**config.mk**
```make
export PLATFORM = sky130hd
export DESIGN_NAME = alu_mc_flat
export DESIGN_NICKNAME = d
export VERILOG_FILES = /design/src/rtl/alu_mc_if.sv /design/src/rtl/alu_mc.sv /design/src/flat_wrapper.sv
export SDC_FILE = /design/constraint.sdc
export NUM_CORES = 1
export LEC_CHECK = 0
export BUFFER_PORTS_ARGS = -buffer_cell sky130_fd_sc_hd__buf_4
export CORE_AREA = 2 2 105 107
export CTS_CLUSTER_SIZE = 16
export DETAILED_ROUTE_END_ITERATION = 12
export DIE_AREA = 0 0 107 109
export GPL_ROUTABILITY_DRIVEN = 0
export PLACE_DENSITY_LB_ADDON = 0.2
export SYNTH_ARGS = -nofsm -noshare
export SYNTH_HDL_FRONTEND = slang
export SYNTH_SLANG_ARGS = --single-unit
```
**constraint.sdc**
```tcl
create_clock -name clk -period 3.5 [get_ports clk]
set_input_delay 0.7 -clock clk [delete_from_list [all_inputs] [get_ports clk]]
set_output_delay 0.7 -clock clk [all_outputs]
set_load 0.005 [all_outputs]
```
**src/rtl/alu_mc_if.sv**
```systemverilog
// ---------------------------------------------------------------------------
// Module   : alu_mc_if
// Brief    : Operand/opcode request and result/flag bus for the alu_mc unit.
// Revision : 1.0 - initial release
// ---------------------------------------------------------------------------
`default_nettype none

interface alu_mc_if #(
  parameter int WIDTH = 8
);
  logic             start;
  logic [WIDTH-1:0] accum;
  logic [WIDTH-1:0] alu_in;
  logic [3:0]       alu_sel;
  logic             busy;
  logic             done;
  logic [WIDTH-1:0] result;
  logic             z;
  logic             c;

  modport master (
    output start, accum, alu_in, alu_sel,
    input  busy, done, result, z, c
  );

  modport slave (
    input  start, accum, alu_in, alu_sel,
    output busy, done, result, z, c
  );
endinterface

`default_nettype wire

```
**src/rtl/alu_mc.sv**
```systemverilog
// ---------------------------------------------------------------------------
// Module   : alu_mc
// Brief    : Multi-cycle ALU, registered result/flags, iterative shift-add MUL.
// Revision : 1.0 - initial release
// ---------------------------------------------------------------------------
`default_nettype none

module alu_mc #(
  parameter int WIDTH = 8
) (
  input  wire logic clk,
  input  wire logic rst,
  alu_mc_if.slave   bus
);

  localparam int CW = $clog2(WIDTH + 1);

  localparam logic [3:0] c_op_add  = 4'b0001;
  localparam logic [3:0] c_op_sub  = 4'b0010;
  localparam logic [3:0] c_op_nor  = 4'b0011;
  localparam logic [3:0] c_op_movr = 4'b0100;
  localparam logic [3:0] c_op_mul  = 4'b0101;
  localparam logic [3:0] c_op_shl  = 4'b1011;
  localparam logic [3:0] c_op_shr  = 4'b1100;

  localparam logic [0:0] c_st_idle    = 1'b0;
  localparam logic [0:0] c_st_mul_run = 1'b1;

  logic [0:0]         r_state;
  logic               r_done;
  logic [WIDTH-1:0]   r_result;
  logic               r_z;
  logic               r_c;
  logic [2*WIDTH-1:0] r_mcand;
  logic [WIDTH-1:0]   r_mplier;
  logic [2*WIDTH-1:0] r_prod;
  logic [CW-1:0]      r_cnt;

  logic [WIDTH:0]     w_sum;
  logic [WIDTH:0]     w_diff;
  logic [WIDTH-1:0]   w_res;
  logic               w_cout;
  logic               w_legal;
  logic               w_accept;
  logic [2*WIDTH-1:0] w_prod_next;

  always_comb begin
    w_sum   = {1'b0, bus.accum} + {1'b0, bus.alu_in};
    w_diff  = {1'b0, bus.accum} - {1'b0, bus.alu_in};
    w_res   = r_result;
    w_cout  = r_c;
    w_legal = 1'b1;
    case (bus.alu_sel)
      c_op_add:  begin w_res = w_sum[WIDTH-1:0];  w_cout = w_sum[WIDTH];  end
      // Top bit of the widened difference is the borrow (A < B unsigned).
      c_op_sub:  begin w_res = w_diff[WIDTH-1:0]; w_cout = w_diff[WIDTH]; end
      c_op_nor:  begin w_res = ~(bus.accum | bus.alu_in); w_cout = 1'b0; end
      c_op_movr: begin w_res = bus.alu_in; w_cout = 1'b0; end
      c_op_shl:  begin w_res = {bus.accum[WIDTH-2:0], 1'b0}; w_cout = bus.accum[WIDTH-1]; end
      c_op_shr:  begin w_res = {1'b0, bus.accum[WIDTH-1:1]}; w_cout = bus.accum[0]; end
      default:   w_legal = 1'b0;
    endcase
  end

  assign w_accept    = bus.start && (r_state == c_st_idle);
  assign w_prod_next = r_prod + (r_mplier[0] ? r_mcand : '0);

  always_ff @(posedge clk or posedge rst) begin
    if (rst) begin
      r_state  <= c_st_idle;
      r_done   <= 1'b0;
      r_result <= '0;
      r_z      <= 1'b1;
      r_c      <= 1'b0;
      r_mcand  <= '0;
      r_mplier <= '0;
      r_prod   <= '0;
      r_cnt    <= '0;
    end else begin
      r_done <= 1'b0;
      case (r_state)
        c_st_idle: begin
          if (w_accept) begin
            if (bus.alu_sel == c_op_mul) begin
              r_mcand  <= {{WIDTH{1'b0}}, bus.accum};
              r_mplier <= bus.alu_in;
              r_prod   <= '0;
              r_cnt    <= CW'(WIDTH);
              r_state  <= c_st_mul_run;
            end else begin
              // Illegal opcodes still complete so the control unit never stalls.
              r_done <= 1'b1;
              if (w_legal) begin
                r_result <= w_res;
                r_z      <= (w_res == '0);
                r_c      <= w_cout;
              end
            end
          end
        end
        c_st_mul_run: begin
          r_prod   <= w_prod_next;
          r_mcand  <= r_mcand << 1;
          r_mplier <= r_mplier >> 1;
          r_cnt    <= r_cnt - CW'(1);
          if (r_cnt == CW'(1)) begin
            r_result <= w_prod_next[WIDTH-1:0];
            r_z      <= (w_prod_next[WIDTH-1:0] == '0);
            r_c      <= |w_prod_next[2*WIDTH-1:WIDTH];
            r_done   <= 1'b1;
            r_state  <= c_st_idle;
          end
        end
        default: r_state <= c_st_idle;
      endcase
    end
  end

  assign bus.busy   = (r_state == c_st_mul_run);
  assign bus.done   = r_done;
  assign bus.result = r_result;
  assign bus.z      = r_z;
  assign bus.c      = r_c;

endmodule

`default_nettype wire
```
**src/flat_wrapper.sv**
```systemverilog
// flat-port wrapper written by rule: the top's interface ports become plain ports
module alu_mc_flat 
#(
  parameter int WIDTH = 8
)
  (clk, rst, bus_start, bus_accum, bus_alu_in, bus_alu_sel, bus_busy, bus_done, bus_result, bus_z, bus_c);
  alu_mc_if #(.WIDTH(WIDTH)) bus_i ();
  input  wire logic clk;
  input  wire logic rst;
  input wire logic [$bits(bus_i.start)-1:0] bus_start;
  input wire logic [$bits(bus_i.accum)-1:0] bus_accum;
  input wire logic [$bits(bus_i.alu_in)-1:0] bus_alu_in;
  input wire logic [$bits(bus_i.alu_sel)-1:0] bus_alu_sel;
  output wire logic [$bits(bus_i.busy)-1:0] bus_busy;
  output wire logic [$bits(bus_i.done)-1:0] bus_done;
  output wire logic [$bits(bus_i.result)-1:0] bus_result;
  output wire logic [$bits(bus_i.z)-1:0] bus_z;
  output wire logic [$bits(bus_i.c)-1:0] bus_c;
  assign bus_i.start = bus_start;
  assign bus_i.accum = bus_accum;
  assign bus_i.alu_in = bus_alu_in;
  assign bus_i.alu_sel = bus_alu_sel;
  assign bus_busy = bus_i.busy;
  assign bus_done = bus_i.done;
  assign bus_result = bus_i.result;
  assign bus_z = bus_i.z;
  assign bus_c = bus_i.c;
  alu_mc #(.WIDTH(WIDTH)) u_core (.clk(clk), .rst(rst), .bus(bus_i));
endmodule
```
# After elaboration in Yosys (flattened, before gate mapping)
# Index checks and enable logic that the tools add are counted.
[totals] register_bits=56 inputBits=23 elab_cells=78
[classes] addsub=4 n_eq_ne=14 n_mux=39 bitwise=3 reduce_logical=9
[ops] operator="$mux W16" n=5
[ops] operator="$pmux W16 S2" n=2
[ops] operator="$mux W8" n=6
[ops] operator="$pmux W8 S6" n=1
[ops] operator="$pmux W8 S2" n=2
[ops] operator="$add A16 B16 Y16" n=1
[ops] operator="$logic_not A8 Y1" n=2
[ops] operator="$mux W1" n=15
[ops] operator="$add A8 B8 Y9" n=1
[ops] operator="$sub A8 B8 Y9" n=1
[ops] operator="$eq A4 B1 Y1 const B" n=2
[ops] operator="$eq A4 B2 Y1 const B" n=2
[ops] operator="$eq A4 B3 Y1 const B" n=2
[ops] operator="$eq A4 B4 Y1 const B" n=2
[ops] operator="$mux W4" n=2
[ops] operator="$not A8 Y8" n=1
[ops] operator="$or A8 B8 Y8" n=1
[ops] operator="$pmux W1 S2" n=4
[ops] operator="$pmux W4 S2" n=1
[ops] operator="$reduce_or A8 Y1" n=1
[ops] operator="$ne A2 B2 Y1 const B" n=3
[ops] operator="$ne A6 B6 Y1 const B" n=1
[ops] operator="$reduce_or A6 Y1" n=1
[ops] operator="$pmux W1 S5" n=1
[ops] operator="other kinds (8)" n=9

# Longest topological paths before layout
# Gate-level depths: netlist (run 1).
[depth] word_depth=8 ltp_mapped=11 ltp_nobuf=10

# Worst setup path before layout (run 1)
# OpenSTA, ideal clock, no wires.
[synth_path] path_kind="register -> register" startpoint="reg u_core.r_mplier[0]" endpoint="reg u_core.r_c, in the netlist u_core.bus.c" setup_time_ns=0.124 arrival_time_ns=3.145 required_time_ns=3.376 slack_ns=0.231 stages_incl_launch_ff=12 path_buffers=1 synth_period_minus_slack_ns=3.269 path_cell_list="dfrtp_1 clkbuf_1 and2_1 ha_1 fa_1 a211oi_1 o21ai_1 a41oi_1 o21ai_0 xnor2_1 or4_1 o31a_1"
[synth_between] elab_chain_len=5
[synth_lines] element="start: declaration" line="alu_mc.sv:35" rtl="logic [WIDTH-1:0] r_mplier;"
[synth_lines] element="start signal: assignment" line="alu_mc.sv:86" rtl="r_mplier <= bus.alu_in;"
[synth_lines] element="start signal: assignment" line="alu_mc.sv:104" rtl="r_mplier <= r_mplier >> 1;"
[synth_lines] element="$mux W16" line="alu_mc.sv:66" rtl="assign w_prod_next = r_prod + (r_mplier[0] ? r_mcand : '0);"
[synth_lines] element="$add A16 B16 Y16" line="alu_mc.sv:66"
[synth_lines] element="$reduce_or A8 Y1" line="alu_mc.sv:109" rtl="r_c <= |w_prod_next[2*WIDTH-1:WIDTH];"
[synth_lines] element="$mux W1" line="alu_mc.sv:106" rtl="if (r_cnt == CW'(1)) begin"
[synth_lines] element="$pmux W1 S2" line="alu_mc.sv:81" rtl="case (r_state)"
[synth_lines] element="end signal: assignment" line="alu_mc.sv:96" rtl="r_c <= w_cout;"
[synth_lines] element="end signal: assignment" line="alu_mc.sv:109"
[synth_lines] element="end: declaration" line="alu_mc.sv:33" rtl="logic r_c;"
# No other way between the ends. The select of a mux whose other input is x is not followed.
# A chain may end at the register's enable or synchronous reset.

# Worst setup path after layout (run 1)
# Ends and elaborated chain as after synthesis.

==> results of run 1 <==
-- routing by layer --
metal / vias to the layer above / part of all wire / routed length, um / track usage
li1: 2056 / - / - / -
met1: 1972 / 0.46 / 5815 / 0.3107
met2: 134 / 0.46 / 5842 / 0.3694
met3: 24 / 0.052 / 659 / 0.02750
met4: 0 / 0.028 / 350 / 0.07143
met5: - / 0 / 0 / 0
-- where the power goes --
| part | total (uW) | switching, uW | internal (uW) |
|---|---|---|---|
| Clock | 527 | 238 | 288 |
| Combinational | 1270 | 747 | 520 |
| Sequential | 1070 | 192 | 880 |
| Total | 2870 | 1180 | 1690 |
-- layout by cell type, fill, tap and decap left out, types with 4 or more instances in the layout --
cell type,synthesis,routed
o21ai_1,44,44
nor3b_1,6,6
clkbuf_8,0,5
dfrtp_1,55,54
xnor2_1,11,11
o21ai_0,13,13
nand2_1,78,78
a21o_1,5,5
ha_1,41,41
o211ai_1,7,7
buf_4,0,43
nand3_1,7,7
a2111oi_0,4,4
nor2b_1,5,5
a211oi_1,5,5
nor3_1,6,6
o21bai_1,10,10
nor2_1,32,32
a21oi_1,54,54
o22ai_1,5,5
a221oi_1,5,5
or3_1,5,5
mux2i_1,8,8
xor2_1,6,6
inv_1,32,31
and2_1,16,16
a211o_1,6,6
-- area by class of cell --
class                           instances  area [um^2]
Sequential cell                        56         1404
Timing Repair Buffer                   44        342.8
Tap cell                              140        175.2
Clock inverter                          3        68.82
Clock buffer                            5        68.82
Fill cell                            1019         5470
Multi-Input combinational cell        446         2949
Inverter                               33        123.9
-- metrics by stage --
stage | power, uW | hold WS, ns
floorplan | 1913 | 0.4525
global placement | 2318 | 0.4658
detailed placement | 2342 | 0.4736
CTS | 2873 | 0.5063
global route | 3083 | 0.5415
finish | 2867 | 0.5041
-- registers in the layout, summed over array words and instances (netlist names) --
signal / count
u_core.r_mcand: 16
u_core.r_cnt: 4
u_core.r_prod: 16
u_core.bus.result: 8
u_core.r_mplier: 8
u_core.bus.done: 1
u_core.bus.z: 1
u_core.bus.busy: 1
u_core.bus.c: 1
-- cell families after synthesis --
group | share of synthesized area
AOI/OAI and AO/OA | 0.2606
and+or+nand+nor | 0.1980
buffers and inverters | 0.05386
DFF | 0.3050
adders and majority gates | 0.1246
xor gates and xnor gates | 0.03237
muxes | 0.02557
-- worst min path at each step --
stage | endpoint | slack (ns) | cells past startpoint
final | u_core.r_mplier[1] | 0.50 | 2
after global routing | u_core.r_mplier[6] | 0.54 | 2
after CTS | u_core.r_mplier[1] | 0.51 | 2
after detailed placement | u_core.r_prod[4] | 0.47 | 2
after global placement | u_core.r_mplier[1] | 0.47 | 2
after floorplan | u_core.r_prod[3] | 0.45 | 2
-- critical path, stage by stage (launching register included) --
cell and delay, ns:
dfrtp_1 0.45, and2_1 0.18, ha_1 0.22, fa_1 0.42, a211oi_1 0.27, o21ai_1 0.15, a41oi_1 0.30, o21ai_0 0.14
xnor2_1 0.16, or4_1 0.52, o31a_1 0.24
==> key figures, run 1 <==
Timing
  • Final setup margin: 0.3462 ns
  • Period utilisation layout: 0.9011
  • Worst Clk Skew: 0.01822 ns
  • Tightest Pin Transition: 1.001 ns
  • FMAX: 0.3171 GHz
  • Setup TNS: 0 ns
  • Worst slew margin: 0.3300
  • Minimum clock period after layout: 3.154 ns
  • Final hold viol count: 0
  • Endpoints failing setup: 0
  • RSZ-0062 raised after global routing: false
  • Fin. max-slew vios: 0

Synthesis
  • Most frequent cell after synthesis: nand2_1
  • EDFF count, synth: 0
  • Post-synth cell types: 68
  • Yosys Warn Count: 0
  • Commonest cells in the synthesized netlist: nand2_1 (78), dfrtp_1 (55), a21oi_1 (54)
  • Syn Inst Count: 565
  • Post-synthesis net count: 632
  • Synth top area share: 0.2992
  • Area leader, netlist: dfrtp_1
  • Top cells by area, synth: dfrtp_1 (30%), ha_1 (11%), nand2_1 (6.4%)
  • Mapped cell area: 0.004599 mm^2
  • Register bit total from synthesis: 56
  • Seq/Total Area, Yosys: 0.3050
  • Avg Cell Area, Syn: 8.141 um^2
  • Dominant synthesized flop cell: dfrtp_1
  • Post-synth ARST share: 1.000

Worst setup path
  • Reg2Reg Setup Slack: 0.35 ns
  • Critical Path AT: 3.38 ns
  • Critical Path RT: 3.73 ns
  • Worst-case reg-to-reg path depth: 10
  • Critical path startpoint: u_core.r_mplier[0]
  • Critical path class: reg -> reg
  • Crit path capture: u_core.bus.c
  • R2r endpoint: u_core.bus.c
  • Origin of the critical flop-to-flop path: u_core.r_mplier[0]
  • CP Max Fanout: 9
  • Worst Setup Start Kind: flop
  • Element type at the critical path end: flop

Clocking
  • Post-CTS setup buffers: 0
  • Root buf cell: clkbuf_8
  • CTS max path bufs: 2
  • Cts hold-fix bufs: 0
  • Total CTS buffers: 5
  • Post-CTS Resized: 0
  • CTS clk-pin slew, worst paths: 0.13 ns
  • CTS tree: built
  • Clock sink count: 56
  • H-tree levels: 2
  • Clock latency on the worst-skew pair: 0.33 ns

Power and ir drop
  • PD cells: 558.5 mW/mm^2
  • Leak: 0.002345 uW
  • VDD IR max: 0.3291 mV

Floorplan
  • Starting density of the core: 0.4338
  • Core Rows: 38
  • Area of the core: 0.01060 mm^2
  • Die X: 107 um
  • Height of the die: 109 um
  • Ports: 35
  • Die area: 0.01166 mm^2

Placement
  • Setup WS pre-CTS: 0.3549 ns
  • Dpl cell area: 0.004995 mm^2
  • Post-detail-place hpwl: 9509 um
  • Number of port buffers: 34
  • Cells after DPL: 719

Layout
  • Share of layout cells above drive strength 1: 0.1107
  • Fin util: 0.4841
  • Antenna fix cells: 0
  • # nets final: 653
  • Final Non-Filler Cells: 727
  • Cell area after layout: 0.005132 mm^2
  • Syn-to-layout area delta: 11.59%

Global route
  • Vias in the first global route: 3960
  • First-pass GRT wire length: 20690 um
  • Initial antenna violation count: 0
  • Largest net degree at the start of global routing: 71
  • Grt ovf: 0
  • GRT Total Usage: 0.2251

Route
  • DR vias: 4186
  • Initial drt markers: 315
  • Avg WL per Cell: 17.43 um
  • Avg Vias per Cell: 5.758
  • Detail Route Antenna Nets: 0
  • Post-route DRC: 0
  • Post-Route WL: 12670 um
  • Drt first pass iters: 5

Flow run
  • Max-Cap Viols: 0

Hold path
  • Hold Crit Start: u_core.r_mplier[2]
  • Worst Hold Class: reg -> reg

Outcome
  • Status: finished clean
Power figures use the tool's default switching activity.
==> run 2, diff against run 1 <==
--- a/config.mk
+++ b/config.mk
@@ -5,11 +5,12 @@
 export SDC_FILE = /design/constraint.sdc
 export NUM_CORES = 1
 export LEC_CHECK = 0
+export ABC_AREA = 1
 export BUFFER_PORTS_ARGS = -buffer_cell sky130_fd_sc_hd__buf_4
-export CORE_AREA = 2 2 105 107
+export CORE_AREA = 2 2 107 109
 export CTS_CLUSTER_SIZE = 16
 export DETAILED_ROUTE_END_ITERATION = 12
-export DIE_AREA = 0 0 107 109
+export DIE_AREA = 0 0 109 111
 export GPL_ROUTABILITY_DRIVEN = 0
 export PLACE_DENSITY_LB_ADDON = 0.2
 export SYNTH_ARGS = -nofsm -noshare
==> run 2 against run 1 <==
Count of clock-buffer cells in the layout up 1. Sequential share of layout area is 0.86 points lower. Register-to-register slack better by 0.52 ns. Non-clock buffer count shrank 7. Clock skew is 0.011 ns lower. Cell count increased by 20%. Cell area grew 3.2%. Via count is 9.8% higher. Global-route usage fell by 0.23 points. Utilization fell by 0.60 points. Largest power group unchanged.
==> key figures, run 2 <==
Synthesis
  • Syn Inst Count: 702 (+24%)
  • Yosys Warn Count: 0 (unchanged)
  • Post-synth ARST share: 1.000 (unchanged)
  • Mapped cell area: 0.004781 mm^2 (+3.9%)
  • Most frequent cell after synthesis: nand2_1
  • Synth top area share: 0.2879 (-0.01136)
  • Register bit total from synthesis: 56 (unchanged)
  • Post-synth cell types: 41 (-40%)
  • EDFF count, synth: 0 (unchanged)
  • Commonest cells in the synthesized netlist: nand2_1 (207), inv_1 (104), nor2_1 (65)
  • Simple-Gate Fraction of Synth Area: 0.3442 (+0.1461)
  • Top cells by area, synth: dfrtp_1 (29%), nand2_1 (16%), ha_1 (11%)
  • Synth Area in Adders: 0.1199 (-0.004728)
  • Seq/Total Area, Yosys: 0.2934 (-0.01157)
  • Area leader, netlist: dfrtp_1
  • Compound-cell area share of the yosys netlist: 0.1170 (-0.1436)
  • Dominant synthesized flop cell: dfrtp_1
  • Post-synthesis net count: 769 (+22%)
  • Synth Area in XOR/XNOR: 0.01832 (-0.01405)
  • Avg Cell Area, Syn: 6.810 um^2 (-16%)
  • Mux share of post-synthesis cell area: 0 (-0.02557)
  • Largest family of logic cells by synthesized area: simple AND/OR/NAND/NOR gates

Placement
  • Number of port buffers: 34 (unchanged)
  • Post-detail-place hpwl: 10370 um (+9.0%)
  • Setup WS pre-CTS: 0.7954 ns (+0.4406 ns)
  • Cells after DPL: 863 (+20%)

Clocking
  • Cts hold-fix bufs: 0 (unchanged)
  • Root buf cell: clkbuf_16
  • CTS tree: built
  • Post-CTS setup buffers: 0 (unchanged)
  • CTS clk-pin slew, worst paths: 0.07 ns (-0.06 ns)
  • H-tree levels: 2 (unchanged)
  • Post-CTS Resized: 0 (unchanged)
  • Clock latency on the worst-skew pair: 0.30 ns (-0.03 ns)
  • Total CTS buffers: 5 (unchanged)
  • CTS max path bufs: 2 (unchanged)
  • Clock sink count: 56 (unchanged)

Layout
  • Syn-to-layout area delta: 10.76%
  • Sequential Area: 0.001403 mm^2 (about the same)
  • Fin util: 0.4780 (-0.006039)
  • Fillcell total: 1146 (+12%)
  • Multi-input logic area: 0.002865 mm^2 (-2.8%)
  • Biggest regs: u_core.r_mcand: 16 flops, u_core.r_prod: 16 flops
  • Final Non-Filler Cells: 871 (+20%)
  • Most frequent cells in the layout: nand2_1 (207), inv_1 (103), nor2_1 (65)
  • Share of layout cells above drive strength 1: 0.09890 (-0.01183)
  • Commonest non-fill, non-tap cell in the layout: nand2_1
  • Antenna fix cells: 0 (unchanged)
  • # nets final: 794 (+22%)

Route
  • Avg WL per Cell: 15.08 um (-13%)
  • Detail Route Antenna Nets: 0 (unchanged)
  • Post-route DRC: 0 (unchanged)
  • Avg Vias per Cell: 5.279 (-8.3%)
  • Routed met3 length: 997 um (+51%)
  • Highest metal used: met4
  • Met2 routed WL: 5832 um (-0.17%)
  • DR vias: 4598 (+9.8%)
  • Post-Route WL: 13140 um (+3.7%)
  • Initial drt markers: 408 (+30%)
  • M1 wire length: 6148 um (+5.7%)
  • Drt first pass iters: 5 (unchanged)

Global route
  • Largest net degree at the start of global routing: 38 (-46%)
  • Grt ovf: 0 (unchanged)
  • Initial antenna violation count: 0 (unchanged)
  • First-pass GRT wire length: 21410 um (+3.5%)
  • Vias in the first global route: 4366 (+10%)
  • GRT Total Usage: 0.2228 (-0.002318)

Timing
  • Fin. max-slew vios: 0 (unchanged)
  • Final setup margin: 0.8635 ns (+0.5174 ns)
  • RSZ-0062 raised after global routing: false
  • Min Hold Slack: 0.3927 ns (-0.1114 ns)
  • Period utilisation layout: 0.7533 (-0.1478)
  • Tightest Pin Transition: 0.7523 ns (-0.2490 ns)
  • Minimum clock period after layout: 2.636 ns (-0.5174 ns)
  • Setup TNS: 0 ns (unchanged)
  • Final hold viol count: 0 (unchanged)
  • FMAX: 0.3793 GHz (+20%)
  • Endpoints failing setup: 0 (unchanged)
  • Worst slew margin: 0.4972 (+0.1672)
  • Worst Clk Skew: 0.006840 ns (-0.01138 ns)

Flow run
  • Max-Cap Viols: 0 (unchanged)

Worst setup path
  • Worst Setup Start Kind: flop
  • Element type at the critical path end: flop
  • Critical path class: reg -> reg
  • Critical Path RT: 3.69 ns (-0.04 ns)
  • CP Max Fanout: 17 (+8)
  • Reg2Reg Setup Slack: 0.86 ns (+0.52 ns)
  • Worst-case reg-to-reg path depth: 15 (+5)
  • Critical Path AT: 2.83 ns (-0.55 ns)

Floorplan
  • Starting density of the core: 0.4316 (-0.002192)
  • Die X: 109 um (+1.9%)
  • Die area: 0.01210 mm^2 (+3.7%)
  • Ports: 35 (unchanged)
  • Core Rows: 39 (+2.6%)
  • Area of the core: 0.01108 mm^2 (+4.5%)
  • Height of the die: 111 um (+1.8%)

Power and ir drop
  • VDD IR max: 0.3653 mV (+11%)
  • Leak: 0.002922 uW (+25%)
  • PD cells: 578.4 mW/mm^2 (+3.6%)

Hold path
  • Worst Hold Class: in -> async

Outcome
  • Status: finished clean
[run 2: cell types whose count changed after synthesis, moves of 15 or more]
cell	delta
nor2_1	+33
nand3_1	+47
o21ai_1	-42
inv_1	+72
a21oi_1	-32
nand2_1	+129
nand4_1	+15
[run 2: cells by family after synthesis]
group | after synthesis
and+or+nand+nor | 373
buffers and inverters | 130
AOI/OAI and AO/OA | 89
DFF | 56
adders and majority gates | 44
xor gates and xnor gates | 10
[run 2: layout make-up]
class,instances,area share
Tap cell,143,0.03379
Timing Repair Buffer,37,0.05246
Multi-Input combinational cell,516,0.5411
Inverter,111,0.07892
Clock buffer,6,0.02623
Clock inverter,2,0.002599
Sequential cell,56,0.2649
[run 2: worst max-delay path: stages, from the launching register on]
cell	delay, ns
dfrtp_1	0.55
nand2_1	0.15
inv_1	0.05
ha_1	0.21
fa_1	0.43
nand3_1	0.09
nand2_1	0.10
a21boi_1	0.23
nand2b_1	0.16
nand3b_1	0.08
nand2_1	0.10
nand2_1	0.07
nor2_1	0.11
nand2_1	0.09
nand2_1	0.07
nand2_1	0.04
[run 2: metrics by stage]
stage / instance area (um^2) / total power [uW]
after global placement: 5142 / 2516
after detailed placement: 5142 / 2538
final: 5295 / 3063
after floorplan: 4781 / 2077
after CTS: 5295 / 3069
after global routing: 5295 / 3322
[run 2: final timing paths]
path / startpoint / end
worst max-delay path: u_core.r_mplier[0] / u_core.bus.c
worst min-delay path: rst / u_core.r_cnt[1]
worst max register to register: u_core.r_mplier[0] / u_core.bus.c
worst min register to register: u_core.bus.c / u_core.bus.c
max in group asynchronous: rst / u_core.bus.z
min in group clk: u_core.bus.c / u_core.bus.c
[run 2: power breakdown]
part | internal [uW] | leakage (uW) | switching [uW]
sequential | 907 | 0.000722 | 199
clock | 287 | 0.0000772 | 236
combinational | 532 | 0.00212 | 901
total | 1730 | 0.00292 | 1340
[run 2: metal layers]
metal | up-vias | GRT usage
met2 | 155 | 0.3458
met4 | 0 | 0.04786
met3 | 13 | 0.04350
li1 | 2310 | -
met1 | 2120 | 0.3199
met5 | - | 0
